### config.mk
export PLATFORM = sky130hd
export DESIGN_NAME = rec_addr_gen_flat
export DESIGN_NICKNAME = d
export VERILOG_FILES = /design/src/rtl/rec_addr_gen_if.sv /design/src/rtl/rec_addr_gen.sv /design/src/flat_wrapper.sv
export SDC_FILE = /design/constraint.sdc
export NUM_CORES = 1
export LEC_CHECK = 0
export ABC_CLOCK_PERIOD_IN_PS = 9550
export BUFFER_PORTS_ARGS = -buffer_cell sky130_fd_sc_hd__buf_2
export CAP_MARGIN = 0
export CORE_MARGIN = 2
export CORE_UTILIZATION = 45
export CTS_CLUSTER_DIAMETER = 40
export DETAILED_ROUTE_END_ITERATION = 10
export PLACE_DENSITY = 0.64
export SLEW_MARGIN = 0
export SYNTH_ARGS = -nofsm -noshare
export SYNTH_HDL_FRONTEND = slang
export SYNTH_SLANG_ARGS = --single-unit
### constraint.sdc
create_clock -name clk -period 9.55 [get_ports clk]
set_input_delay 1.4325 -clock clk [delete_from_list [all_inputs] [get_ports clk]]
set_output_delay 1.4325 -clock clk [all_outputs]
set_load 0.1 [all_outputs]
### src/rtl/rec_addr_gen_if.sv
// Recorder address generator port bundle.
// Mode inputs from the control FSM, RAM strobes and status back out.
interface rec_addr_gen_if #(
  parameter int ADDR_W = 16
);
  logic              able;
  logic              direc;
  logic              clea;
  logic              twice_play;
  logic [ADDR_W-1:0] mem_addr;
  logic              mem_we;
  logic              mem_re;
  logic [ADDR_W-1:0] rec_len;
  logic              full;
  logic              finish;

  modport master (
    output able, direc, clea, twice_play,
    input  mem_addr, mem_we, mem_re,
    input  rec_len, full, finish
  );

  modport slave (
    input  able, direc, clea, twice_play,
    output mem_addr, mem_we, mem_re,
    output rec_len, full, finish
  );
endinterface

### src/rtl/rec_addr_gen.sv
// Sample-rate RAM address/strobe generator for the recorder.
// Optional LOOP_PLAY_EN: play/ffwd wraps to address 0 instead of finishing.
module rec_addr_gen #(
  parameter int ADDR_W  = 16,
  parameter int DEPTH   = 65535,
  parameter int CLK_DIV = 6250
) (
  input logic          clk,
  input logic          rst_n,
  rec_addr_gen_if.slave bus
);
  localparam int DIV_W = (CLK_DIV > 1) ? $clog2(CLK_DIV) : 1;

  typedef enum logic [1:0] {
    REC, PLAY, FFWD, RWND
  } mode_e;

  logic [DIV_W-1:0]  div_cnt;
  logic              tick;
  mode_e             mode;
  logic [ADDR_W-1:0] wr_ptr, rd_ptr;
  logic [ADDR_W-1:0] addr_q;
  logic              we_q, re_q, fin_q;

  logic [ADDR_W-1:0] wr_nxt, rd_nxt, addr_nxt;
  logic              we_nxt, re_nxt, fin_nxt;
  logic [ADDR_W:0]   step, fwd_sum;
  logic [ADDR_W-1:0] fwd_ptr;

  assign tick = bus.able &&
                (div_cnt == DIV_W'(CLK_DIV - 1));

  always_comb begin
    mode = REC;
    unique case ({bus.direc, bus.twice_play})
      2'b00: mode = REC;
      2'b01: mode = RWND;
      2'b10: mode = PLAY;
      2'b11: mode = FFWD;
    endcase
  end

  // One extra bit so a 2x step near the top of the RAM cannot wrap
  assign step    = bus.twice_play ? (ADDR_W+1)'(2)
                                  : (ADDR_W+1)'(1);
  assign fwd_sum = {1'b0, rd_ptr} + step;
  assign fwd_ptr = (fwd_sum > {1'b0, wr_ptr}) ? wr_ptr
                 : fwd_sum[ADDR_W-1:0];

`ifdef LOOP_PLAY_EN
  logic [ADDR_W-1:0] wrap_ptr;
  // Wrap reads address 0 now, so the pointer moves on past it
  assign wrap_ptr = (step > {1'b0, wr_ptr}) ? wr_ptr
                  : step[ADDR_W-1:0];
`endif

  always_comb begin
    wr_nxt   = wr_ptr;
    rd_nxt   = rd_ptr;
    addr_nxt = addr_q;
    we_nxt   = 1'b0;
    re_nxt   = 1'b0;
    fin_nxt  = 1'b0;
    if (tick) begin
      unique case (mode)
        REC: begin
          rd_nxt = '0;
          if (wr_ptr < ADDR_W'(DEPTH)) begin
            addr_nxt = wr_ptr;
            we_nxt   = 1'b1;
            wr_nxt   = wr_ptr + 1'b1;
          end
        end
        PLAY, FFWD: begin
          if (rd_ptr < wr_ptr) begin
            addr_nxt = rd_ptr;
            re_nxt   = 1'b1;
            rd_nxt   = fwd_ptr;
          end
`ifdef LOOP_PLAY_EN
          else if (wr_ptr != '0) begin
            addr_nxt = '0;
            re_nxt   = 1'b1;
            rd_nxt   = wrap_ptr;
          end
`endif
          else begin
            fin_nxt = 1'b1;
            rd_nxt  = '0;
          end
        end
        RWND: begin
          if (rd_ptr == '0) begin
            fin_nxt = 1'b1;
          end else begin
            addr_nxt = rd_ptr - 1'b1;
            re_nxt   = 1'b1;
            rd_nxt   = (rd_ptr <= ADDR_W'(2)) ? '0
                     : rd_ptr - ADDR_W'(2);
          end
        end
      endcase
    end
  end

  always_ff @(posedge clk or negedge rst_n) begin
    if (!rst_n) begin
      div_cnt <= '0;
      wr_ptr  <= '0;
      rd_ptr  <= '0;
      addr_q  <= '0;
      we_q    <= 1'b0;
      re_q    <= 1'b0;
      fin_q   <= 1'b0;
    end else if (bus.clea) begin
      div_cnt <= '0;
      wr_ptr  <= '0;
      rd_ptr  <= '0;
      we_q    <= 1'b0;
      re_q    <= 1'b0;
      fin_q   <= 1'b0;
    end else begin
      div_cnt <= (!bus.able || tick) ? '0
               : div_cnt + 1'b1;
      wr_ptr  <= wr_nxt;
      rd_ptr  <= rd_nxt;
      addr_q  <= addr_nxt;
      we_q    <= we_nxt;
      re_q    <= re_nxt;
      fin_q   <= fin_nxt;
    end
  end

  assign bus.mem_addr = addr_q;
  assign bus.mem_we   = we_q;
  assign bus.mem_re   = re_q;
  assign bus.finish   = fin_q;
  assign bus.rec_len  = wr_ptr;
  assign bus.full     = (wr_ptr == ADDR_W'(DEPTH));
endmodule

### src/flat_wrapper.sv
// flat-port wrapper written by rule: the top's interface ports become plain ports
module rec_addr_gen_flat 
#(
  parameter int ADDR_W  = 16,
  parameter int DEPTH   = 65535,
  parameter int CLK_DIV = 6250
)
  (clk, rst_n, bus_able, bus_direc, bus_clea, bus_twice_play, bus_mem_addr, bus_mem_we, bus_mem_re, bus_rec_len, bus_full, bus_finish);
  rec_addr_gen_if #(.ADDR_W(ADDR_W)) bus_i ();
  input logic clk;
  input logic rst_n;
  input wire logic [$bits(bus_i.able)-1:0] bus_able;
  input wire logic [$bits(bus_i.direc)-1:0] bus_direc;
  input wire logic [$bits(bus_i.clea)-1:0] bus_clea;
  input wire logic [$bits(bus_i.twice_play)-1:0] bus_twice_play;
  output wire logic [$bits(bus_i.mem_addr)-1:0] bus_mem_addr;
  output wire logic [$bits(bus_i.mem_we)-1:0] bus_mem_we;
  output wire logic [$bits(bus_i.mem_re)-1:0] bus_mem_re;
  output wire logic [$bits(bus_i.rec_len)-1:0] bus_rec_len;
  output wire logic [$bits(bus_i.full)-1:0] bus_full;
  output wire logic [$bits(bus_i.finish)-1:0] bus_finish;
  assign bus_i.able = bus_able;
  assign bus_i.direc = bus_direc;
  assign bus_i.clea = bus_clea;
  assign bus_i.twice_play = bus_twice_play;
  assign bus_mem_addr = bus_i.mem_addr;
  assign bus_mem_we = bus_i.mem_we;
  assign bus_mem_re = bus_i.mem_re;
  assign bus_rec_len = bus_i.rec_len;
  assign bus_full = bus_i.full;
  assign bus_finish = bus_i.finish;
  rec_addr_gen #(.ADDR_W(ADDR_W), .DEPTH(DEPTH), .CLK_DIV(CLK_DIV)) u_core (.clk(clk), .rst_n(rst_n), .bus(bus_i));
endmodule
Yosys cells after proc, flatten, opt, wreduce, memory -nomap -nowiden. Cells that the tools add are included.

Memory bits (read-only): 0. Bits in registers: 64. Bits in writable memories: 0. Latch bits: 0. Memories kept: 0. Word-level logic and storage cells: 75.

Order comparisons: 4. Div/mod/pow operators: 0. Bitwise gates (word level): 1. Reduce and logical (&&, ||, !) cells: 13. Muxes and demuxes: 33. Eq/ne operators: 12. Shift-type cells: 0. $mul: 0. $add $sub $neg: 5.

Operators by type and width (count): 2-to-1 mux 16 bit (13); one-hot mux 16 bit (3 select lines) (2); 2-to-1 mux 13 bit (2); adder 16 x 17 -> 17 bit (1); > comparator 17 x 16 -> 1 bit (1); adder 16 x 1 -> 16 bit, second input constant (1); equality test 16 bit, second input constant (1); <= comparator 16 x 2 -> 1 bit, second input constant (1); zero test 16 bit (1); < comparator 16 bit (1); < comparator 16 bit, second input constant (1); subtractor 16 x 1 -> 16 bit, second input constant (1); subtractor 16 x 2 -> 16 bit, second input constant (1); adder 13 x 1 -> 13 bit, second input constant (1); equality test 13 bit, second input constant (1); 2-to-1 mux 1 bit (12); equality test 2 bit, second input constant (4); one-hot mux 2 bit (4 select lines) (1); nonzero test 2 bit (3); AND reduction 5 bit (1); equality test 2 x 1 -> 1 bit, second input constant (2); zero test 2 bit (2); != test 2 x 1 -> 1 bit, second input constant (2); one-hot mux 1 bit (2 select lines) (2); 10 further kinds (10).

Depth between registers and ports, before layout. Gate-level depths: netlist of the first run.

Depth after elaboration: 8. Depth in mapped cells: 14. Gate-level depth less buffers: 13.

Worst setup path after synthesis of the first run. No wires, ideal clock.

Kind: in2reg. Start point: input port bus_twice_play. End point: register u_core.rd_ptr[10]. Buffers on the path: 1. Cell stages on the path: 14. Setup slack: 4.856 ns. Library setup time: 0.129 ns. Arrival: 4.565 ns. Data required time: 9.421 ns. Cell sequence: inv_1 ha_1 fa_1 and3_1 xor2_1 ha_1 a21oi_1 nor2_1 a2111oi_0 o22ai_1 a21oi_1 buf_2 mux2i_1 o21ai_0.

Word-level cells in the longest chain between the ends: 8.

Ends and longest elaborated chain: from (decl) (RTL line flat_wrapper.sv:15) `input wire logic [$bits(bus_i.twice_play)-1:0] bus_twice_play;`; 2-to-1 mux 2 bit (RTL line rec_addr_gen.sv:44) `assign step = bus.twice_play ? (ADDR_W+1)'(2)`; adder 16 x 17 -> 17 bit (RTL line rec_addr_gen.sv:46) `assign fwd_sum = {1'b0, rd_ptr} + step;`; > comparator 17 x 16 -> 1 bit (RTL line rec_addr_gen.sv:47) `assign fwd_ptr = (fwd_sum > {1'b0, wr_ptr}) ? wr_ptr`; 2-to-1 mux 16 bit (RTL line rec_addr_gen.sv:47); 2-to-1 mux 16 bit (RTL line rec_addr_gen.sv:75) `if (rd_ptr < wr_ptr) begin`; one-hot mux 16 bit (3 select lines) (RTL line rec_addr_gen.sv:65) `unique case (mode)`; 2-to-1 mux 16 bit (RTL line rec_addr_gen.sv:64) `if (tick) begin`; 2-to-1 mux 16 bit (RTL line rec_addr_gen.sv:115) `end else if (bus.clea) begin`; to (signal assigned) (RTL line rec_addr_gen.sv:126) `rd_ptr <= rd_nxt;`; to (decl) (RTL line rec_addr_gen.sv:21) `logic [ADDR_W-1:0] wr_ptr, rd_ptr;`.

Several ways; a longest one is shown, not always the timed one. The select of a mux whose other input is x is not followed. A chain may end at the register's enable or synchronous reset.

Worst setup path after layout of the first run.
Start point: input port bus_twice_play. End point: register u_core.rd_ptr[0].

The elaborated chain is that of the path after synthesis.

==> flow_metrics.tcl, run 1 <==
set metrics [dict create \
    fmax_mhz 198 \
    grtUsageTotal 0.240 \
    hold_path.class "flip-flop to flip-flop" \
    grt_pass1_vias 4401 \
    cts_repair_resize_count 0 \
    drt-total-wl_um 13400 \
    hp-start "u_core.bus.mem_addr[13]" \
    hpwl_um 10200 \
    crit_required_ps 9790 \
    hold_viol_final 0 \
    syn-num-nets 656 \
    multi_input_comb_area_mm2 0.00318 \
    fillCellCount 1074 \
    synthArstFlopShare 1.00 \
    finalNetCount 675 \
    maxCapViolations 0 \
    cts.clk_slew.worst_paths_ps 70 \
    relSlewSlack 0.225 \
    power.total_mw 0.513 \
    drc_errors 0 \
    reg2reg_slack_ps 5270 \
    p_leak_nw 2.52 \
    hold_buffers 0 \
    slew_violations 0 \
    hold_path_end "u_core.bus.mem_addr[13]" \
    rows 38 \
    r2r-start "u_core.rd_ptr[3]" \
    grt.overflow.total 0 \
    numCtsBuffers 9 \
    clock_skew_ps 9.60 \
    final_util 0.498 \
    critPathKind "input port to flip-flop" \
    post-place-ws_ps 4150 \
    worstSkewPairLatency_ps 350 \
    port_buffers 41 \
    period_needed_ps 5060 \
    cts_root_buffer "clkbuf_8" \
    p_int_mw 0.379 \
    critical_path_arrival_ps 5300 \
    core_mm2 0.0109 \
    cts_setup_buffers 0 \
    avgSynthCellArea_um2 8.35 \
    synthCells 604 \
    rsz0062_at_grt "no" \
    hold_path_depth 2 \
    final_common_cell "nor2_1" \
    synth.distinct_cells 57 \
    grt_pass1_wl_um 22300 \
    avgViaCountPerCell 5.81 \
    drt_pre_antenna_iters 4 \
    clock_sinks 64 \
    synth-main-ff-cell "dfrtp_1" \
    rr_endpoint "u_core.rd_ptr[0]" \
    via_count 4438 \
    worst_slew_pin_slew_ps 1150 \
    critPathLaunchType "input port" \
    n_antenna_cell 0 \
    final_cell_mix "nor2_1, dfrtp_1, o21ai_0, nand2_1, ha_1" \
    grt_max_degree 65 \
    synth-edff-count 0 \
    setup_tns_ps 0 \
    vdd_drop_max_mv 0.0602 \
    critPathCaptureType "flip-flop" \
    start_util 0.463 \
    area_delta_synth_final_pct 7.62 \
    p_sw_frac 0.261 \
    cts_buffer_depth 2 \
    ys_seq_area_frac 0.318 \
    yosys_warnings 0 \
    outcome "complete, no violations" \
    regArea_mm2 0.00160 \
    power_frac_comb 0.085 \
    fp.dieH_um 110 \
    tritoncts "yes" \
    setup_slack_ps 4490 \
    pwr-share-clk 0.385 \
    setup_viol 0 \
    mappedNetlistArea_mm2 0.00504 \
    drive_above_1_share 0.103 \
    gp_congestion 0.898 \
    power_per_cell_area_mw_per_mm2 94.6 \
    fin_crit_sh 0.530 \
    die_area_mm2 0.0121 \
    antenna_left 0 \
    seq_power_share 0.530 \
    holdWs_ps 474 \
    yosys_register_bits 64 \
    ctsHtreeMaxLevel 3 \
    wl_per_cell_um 17.6 \
    power_switching_mw 0.134 \
    die_x_um 110 \
    antenna_found_initial 0 \
    drt-initial-drc-count 365 \
    cp_max_fo 16 \
    r2r_cells 12 \
    io_pins 42 \
]
==> power by group through the flow <==
stage	registers, mW	clock network (mW)	logic, mW
finish	0.272	0.198	0.0437
global route	0.272	0.215	0.0484
CTS	0.272	0.202	0.0435
detailed placement	0.277	0	0.0433
global placement	0.277	0	0.0423
floorplan	0.277	0	0.0289
==> worst max-delay path, stage by stage <==
cell       delay, ps
buf_2            160
inv_1            110
ha_1             250
fa_1             520
and3_1           220
xor2_1           160
ha_1             310
a21oi_1          150
nor2_1            50
a2111oi_0        500
o22ai_1          190
a21oi_2          830
mux2i_1          180
o31ai_1          260
==> per-stage QoR <==
step / instances / instance area (um2)
2_1_floorplan: 604 / 5040
3_3_place_gp: 752 / 5280
3_5_place_dp: 752 / 5280
4_1_cts: 764 / 5430
5_1_grt: 764 / 5430
6_report: 764 / 5430
==> flip-flops by register name, summed over array words and instances, names as in the netlist <==
| signal | cells |
|---|---|
| u_core.bus.mem_we | 1 |
| u_core.bus.rec_len | 16 |
| u_core.bus.mem_re | 1 |
| u_core.bus.mem_addr | 16 |
| u_core.rd_ptr | 16 |
| u_core.div_cnt | 13 |
| u_core.bus.finish | 1 |
==> per-layer routing <==
layer | GRT usage | share of wire | vias up
met2 | 0.384 | 0.45 | 135
met4 | 0.0796 | 0.018 | 0
met1 | 0.328 | 0.46 | 2093
met3 | 0.0385 | 0.067 | 19
li1 | - | - | 2191
met5 | 0 | 0 | -
==> cell families after synthesis <==
| kind of cell | synth area share |
|---|---|
| simple gates | 0.234 |
| compound gates | 0.166 |
| flops | 0.318 |
| buf+inv | 0.0524 |
| fa+ha+maj | 0.116 |
| xor+xnor | 0.0764 |
| mux | 0.0380 |
==> synthesized netlist by cell type, types with 2 or more instances <==
cell       number  area, um2
nand3b_1        3       22.5
o21ai_1         2       10.0
clkbuf_1       22       82.6
o21ai_0        55        275
nor4b_1         2       17.5
a21o_1          4       30.0
o31a_1          2       17.5
nor3b_1         9       67.6
nor2_1         66        248
buf_6           2       22.5
a21oi_1        43        215
dfrtp_1        64       1600
nor4_1          7       43.8
buf_2           6       30.0
buf_4           2       15.0
nor2b_1         5       31.3
nand4_1        14       87.6
a2111oi_0       2       17.5
and2_1          7       43.8
or3b_2          2       17.5
xor2_1         12        105
o31ai_1         4       30.0
xnor2_1        32        280
a211oi_1       10       75.1
buf_1           2       7.51
inv_1          27        101
or3_1           3       18.8
o211ai_1        2       15.0
nor3_1         13       65.1
nand2_1        50        188
o22ai_1         3       18.8
mux2i_1        18        180
and4_1          4       35.0
ha_1           45        563
a22o_1          2       17.5
a31oi_1         3       18.8
nor4bb_1        4       40.0
nand3_1        20        100
a311oi_1        2       17.5
and3_1         12       75.1
==> how the worst max path moves through the flow <==
stage	slack, ps	cells after the start	start	endpoint
floorplan	4860	14	bus_twice_play	u_core.rd_ptr[10]
global placement	4350	14	bus_twice_play	u_core.rd_ptr[0]
detailed placement	4150	14	bus_twice_play	u_core.rd_ptr[0]
CTS	4520	14	bus_twice_play	u_core.rd_ptr[0]
global route	4180	14	bus_twice_play	u_core.rd_ptr[0]
finish	4490	14	bus_twice_play	u_core.rd_ptr[0]
==> layout make-up <==
class | count | share of cell area
flip-flops and latches | 64 | 0.295
repair buffers | 43 | 0.0406
multi-input cells | 478 | 0.586
inverters | 27 | 0.0187
clock inverters | 2 | 0.00185
clock buffers | 10 | 0.0254
well taps | 140 | 0.0323
No activity file was read; power rests on OpenSTA's default activity.
==> inputs of run 2 (changes only) <==
Settings changed: ABC_CLOCK_PERIOD_IN_PS 9550 to 4100, PLACE_DENSITY 0.64 to 0.66.
Clock period 9.55 ns to 4.1 ns, I/O delays scaled along.
==> run 2 against run 1 <==
- global-route usage grew 0.69 points
- largest power group unchanged
- clock power grew to 3.1 times the previous value
- hold slack lost 150 ps
- register-to-register slack lost 4900 ps
==> flow_metrics.tcl, run 2 (synthesis gave the netlist of run 1 again) <==
set metrics [dict create \
    period_needed_ps 3690 \
    drt_pre_antenna_iters 5 \
    worstSetupStartpoint "u_core.rd_ptr[2]" \
    wl_per_cell_um 17.8 \
    die_area_mm2 0.0121 \
    drt-total-wl_um 13900 \
    slowest_delay_ps 600 \
    critPathLaunchType "flip-flop" \
    r2r-start "u_core.rd_ptr[2]" \
    port_buffers 41 \
    worstSkewPairLatency_ps 360 \
    finalNetCount 686 \
    crit_required_ps 4310 \
    maxCapViolations 0 \
    critPathKind "flip-flop to flip-flop" \
    clock_skew_ps 10.2 \
    grt.overflow.total 0 \
    relSlewSlack 0.477 \
    n_antenna_cell 0 \
    drive_above_1_share 0.124 \
    cts_repair_resize_count 0 \
    outcome "complete, no violations" \
    hold_viol_final 0 \
    p_leak_nw 2.62 \
    via_count 4538 \
    fin_crit_sh 0.899 \
    rows 38 \
    area_delta_synth_final_pct 10.9 \
    cts.clk_slew.worst_paths_ps 80 \
    clock_sinks 64 \
    grtUsageTotal 0.246 \
    ctsHtreeMaxLevel 3 \
    gp_congestion 0.938 \
    post-place-ws_ps 184 \
    avgViaCountPerCell 5.83 \
    r2r_cells 13 \
    rsz0062_at_grt "no" \
    final_common_cell "nor2_1" \
    cp_max_fo 16 \
    critPathCaptureType "flip-flop" \
    dpl_cell_area_mm2 0.00537 \
    cts_root_buffer "clkbuf_8" \
    setup_viol 0 \
    setup_tns_ps 0 \
    holdWs_ps 329 \
    cts_buffer_depth 2 \
    power_per_cell_area_mw_per_mm2 242 \
    final_cell_mix "nor2_1, dfrtp_1, o21ai_0, nand2_1, ha_1" \
    grt_pass1_wl_um 22700 \
    fp.dieH_um 110 \
    grt_pass1_vias 4475 \
    numCtsBuffers 9 \
    start_util 0.463 \
    slew_violations 0 \
    hpwl_um 10500 \
    path_cells "and4_1 -> and3_1 -> nand4_1 -> xnor2_1 -> ha_1 -> nand3_1 -> nor3_1 -> a2111oi_0 -> o22ai_1 -> a21oi_2 -> buf_12 -> mux2i_1 -> o21ai_0" \
    grt_max_degree 36 \
    fillCellCount 1028 \
    reg2reg_slack_ps 410 \
    tritoncts "yes" \
    vdd_drop_max_mv 0.143 \
    io_pins 42 \
    setup_slack_ps 412 \
    hold_path.class "input port to asynchronous set/reset pin" \
    critical_path_arrival_ps 3900 \
    drt-initial-drc-count 269 \
    hold_buffers 0 \
    final_area_mm2 0.00559 \
    die_x_um 110 \
    worst_path_max_delay_cell "dfrtp_1" \
    antenna_left 0 \
    worst_slew_pin_slew_ps 785 \
    drc_errors 0 \
    cts_setup_buffers 0 \
    fmax_mhz 271 \
    antenna_found_initial 0 \
    core_mm2 0.0109 \
]
-- run 2: area by class of cell --
class | count | area (um2) | area share
repair buffers | 54 | 315 | 0.0564
clock buffers | 12 | 165 | 0.0295
multi-input cells | 478 | 3180 | 0.569
flip-flops and latches | 64 | 1600 | 0.287
inverters | 27 | 101 | 0.0181
clock inverters | 4 | 51.3 | 0.00918
well taps | 140 | 175 | 0.0313
-- run 2: per-layer routing --
metal  vias to the layer above  part of all wire  wire length [um]  global-route usage
li1                       2209                 -                 -                   -
met4                         0             0.017               238              0.0859
met5                         -                 0                 0                   0
met1                      2184              0.47              6490               0.330
met3                        20             0.055               762              0.0427
met2                       125              0.46              6410               0.401
-- run 2: power breakdown --
| group | switching [mW] | leakage, nW | internal (mW) | total [mW] |
|---|---|---|---|---|
| Sequential | 0.00108 | 0.888 | 0.632 | 0.633 |
| Clock | 0.279 | 0.109 | 0.331 | 0.610 |
| Combinational | 0.0731 | 1.62 | 0.0358 | 0.109 |
-- run 2: metrics by stage --
step,power [mW],utilization,instances
after floorplan,0.712,-,604
after global placement,0.750,0.493,763
after detailed placement,0.753,0.493,763
after CTS,1.36,0.513,779
after global routing,1.40,0.513,779
final,1.35,0.513,779
-- run 2: critical path: cells and delay by family, from the launching register on --
| kind | cells | cell delay, ps |
|---|---|---|
| compound gates | 4 | 940 |
| xor+xnor | 1 | 270 |
| fa+ha+maj | 1 | 280 |
| buf+inv | 1 | 200 |
| flops | 1 | 600 |
| mux | 1 | 220 |
| simple gates | 5 | 1030 |
-- run 2: path summary, 6_finish.rpt --
check	to
max	u_core.rd_ptr[1]
min	u_core.bus.mem_addr[1]
max reg2reg	u_core.rd_ptr[1]
min reg2reg	u_core.bus.mem_addr[14]
max in group asynchronous	u_core.bus.rec_len[13]
min in group clk	u_core.bus.mem_addr[14]
==> inputs of run 3 (changes only) <==
==> constraint.sdc (replaced) <==
create_clock -name clk -period 4.1 [get_ports clk]
set_input_delay 0.205 -clock clk [delete_from_list [all_inputs] [get_ports clk]]
set_output_delay 0.205 -clock clk [all_outputs]
set_load 0.1 [all_outputs]
==> run 3 against run 2 <==
- routed wire length is 0.99% lower
- sequential share of layout area up 0.31 points
- design area fell by 1.1%
- maximum frequency grew 0.54%
- sequential power barely moved
- clock skew is 5.5 ps higher
- via count shrank 0.22%
- largest cell class unchanged
==> flow_metrics.tcl, run 3 (synthesis gave the netlist of run 1 again) <==
set metrics [dict create \
    period_needed_ps 3670 \
    tritoncts "yes" \
    fp.dieH_um 110 \
    gp_congestion 0.952 \
    fillCellCount 1075 \
    p_sw_frac 0.283 \
    rows 38 \
    vdd_drop_max_mv 0.108 \
    power_switching_mw 0.355 \
    rr_endpoint "u_core.rd_ptr[8]" \
    cts_buffer_depth 2 \
    rsz0062_at_grt "no" \
    fin_crit_sh 0.895 \
    seq_power_share 0.503 \
    critPathLaunchType "flip-flop" \
    cp_max_fo 16 \
    clock_sinks 64 \
    critical_path_arrival_ps 3880 \
    pwr-share-clk 0.412 \
    p_leak_nw 2.57 \
    hold_path_depth 2 \
    avgViaCountPerCell 5.83 \
    clock_skew_ps 15.7 \
    grt_pass1_vias 4418 \
    hp-start "bus_clea" \
    io_pins 42 \
    drt-total-wl_um 13800 \
    fmax_mhz 273 \
    antenna_left 0 \
    worst_slew_pin_slew_ps 888 \
    final_common_cell "nor2_1" \
    outcome "complete, no violations" \
    area_delta_synth_final_pct 9.68 \
    hold_path.class "input port to flip-flop" \
    holdWs_ps 277 \
    hold_path_end "u_core.bus.rec_len[9]" \
    drc_errors 0 \
    critPathKind "flip-flop to flip-flop" \
    power_per_cell_area_mw_per_mm2 228 \
    critPathCaptureType "flip-flop" \
    grt_pass1_wl_um 22600 \
    start_util 0.463 \
    n_antenna_cell 0 \
    reg2reg_slack_ps 430 \
    wl_per_cell_um 17.7 \
    final_cell_mix "nor2_1, dfrtp_1, o21ai_0, nand2_1, ha_1" \
    r2r_cells 13 \
    worstSkewPairLatency_ps 350 \
    cts_repair_resize_count 0 \
    drive_above_1_share 0.119 \
    cts.clk_slew.worst_paths_ps 80 \
    antenna_found_initial 0 \
    relSlewSlack 0.407 \
    finalNetCount 684 \
    die_x_um 110 \
    via_count 4528 \
    slew_violations 0 \
    grt_max_degree 47 \
    maxCapViolations 0 \
    hold_viol_final 0 \
    grt.overflow.total 0 \
    setup_viol 0 \
    r2r-start "u_core.rd_ptr[5]" \
    die_area_mm2 0.0121 \
    port_buffers 41 \
    ctsHtreeMaxLevel 3 \
    cts_root_buffer "clkbuf_8" \
    setup_tns_ps 0 \
    numCtsBuffers 9 \
    power_frac_comb 0.085 \
    hpwl_um 10500 \
    grtUsageTotal 0.242 \
    drt_pre_antenna_iters 5 \
    crit_required_ps 4310 \
    p_int_mw 0.903 \
    drt-initial-drc-count 279 \
    core_mm2 0.0109 \
]
run 3: critical path: stages (launching register included):
cell and delay (ps):
dfrtp_1 600, and4_1 310, and3_1 340, nand4_1 160
xnor2_1 240, ha_1 290, nand3_1 140, nor3_1 90
a2111oi_0 410, o22ai_1 180, a21oi_2 120, buf_4 290
mux2i_1 250, o21ai_0 90
run 3: worst max path at each step:
stage,startpoint,endpoint,slack [ps],depth (start not counted)
final,u_core.rd_ptr[5],u_core.rd_ptr[8],430,13
after global routing,u_core.rd_ptr[5],u_core.rd_ptr[8],220,13
after CTS,u_core.rd_ptr[5],u_core.rd_ptr[8],520,13
after detailed placement,u_core.rd_ptr[5],u_core.rd_ptr[8],530,13
after global placement,bus_twice_play,u_core.rd_ptr[0],640,15
after floorplan,u_core.rd_ptr[0],u_core.rd_ptr[10],470,13
run 3: stage by stage:
step / util / power (mW) / std cells / setup slack, ps / area [um2]
finish: 0.508 / 1.26 / 777 / 432 / 5530
CTS: 0.508 / 1.26 / 777 / 517 / 5530
detailed placement: 0.490 / 0.751 / 760 / 529 / 5340
global placement: 0.490 / 0.749 / 760 / 638 / 5340
floorplan: - / 0.712 / 604 / 473 / 5040
global route: 0.508 / 1.31 / 777 / 225 / 5530
run 3: final cells by class:
class,count,area (um2),area share
Clock buffer,10,138,0.0249
Clock inverter,6,43.8,0.00792
Inverter,27,101,0.0183
Multi-Input combinational cell,478,3180,0.575
Sequential cell,64,1600,0.290
Tap cell,140,175,0.0317
Timing Repair Buffer,52,290,0.0525
run 3: power groups by stage:
stage	clock [mW]	combinational (mW)	sequential (mW)
2_1_floorplan	0	0.0672	0.645
3_3_place_gp	0	0.104	0.645
3_5_place_dp	0	0.106	0.645
4_1_cts	0.525	0.107	0.633
5_1_grt	0.562	0.118	0.633
6_report	0.519	0.107	0.633
run 3: layer usage:
metal | wire length (um) | track usage | vias to the layer above
li1 | - | - | 2198
met1 | 6390 | 0.342 | 2166
met2 | 6410 | 0.386 | 144
met3 | 736 | 0.0290 | 20
met4 | 222 | 0.0750 | 0
met5 | 0 | 0 | -
run 3: repair_timing:
| action | 4_1_cts | 5_1_grt |
|---|---|---|
| setup endpoints to repair | 0 | 0 |
| buffers inserted | 0 | 0 |
| hold endpoints to repair | 18 | 0 |
| hold buffers | 1 | 0 |
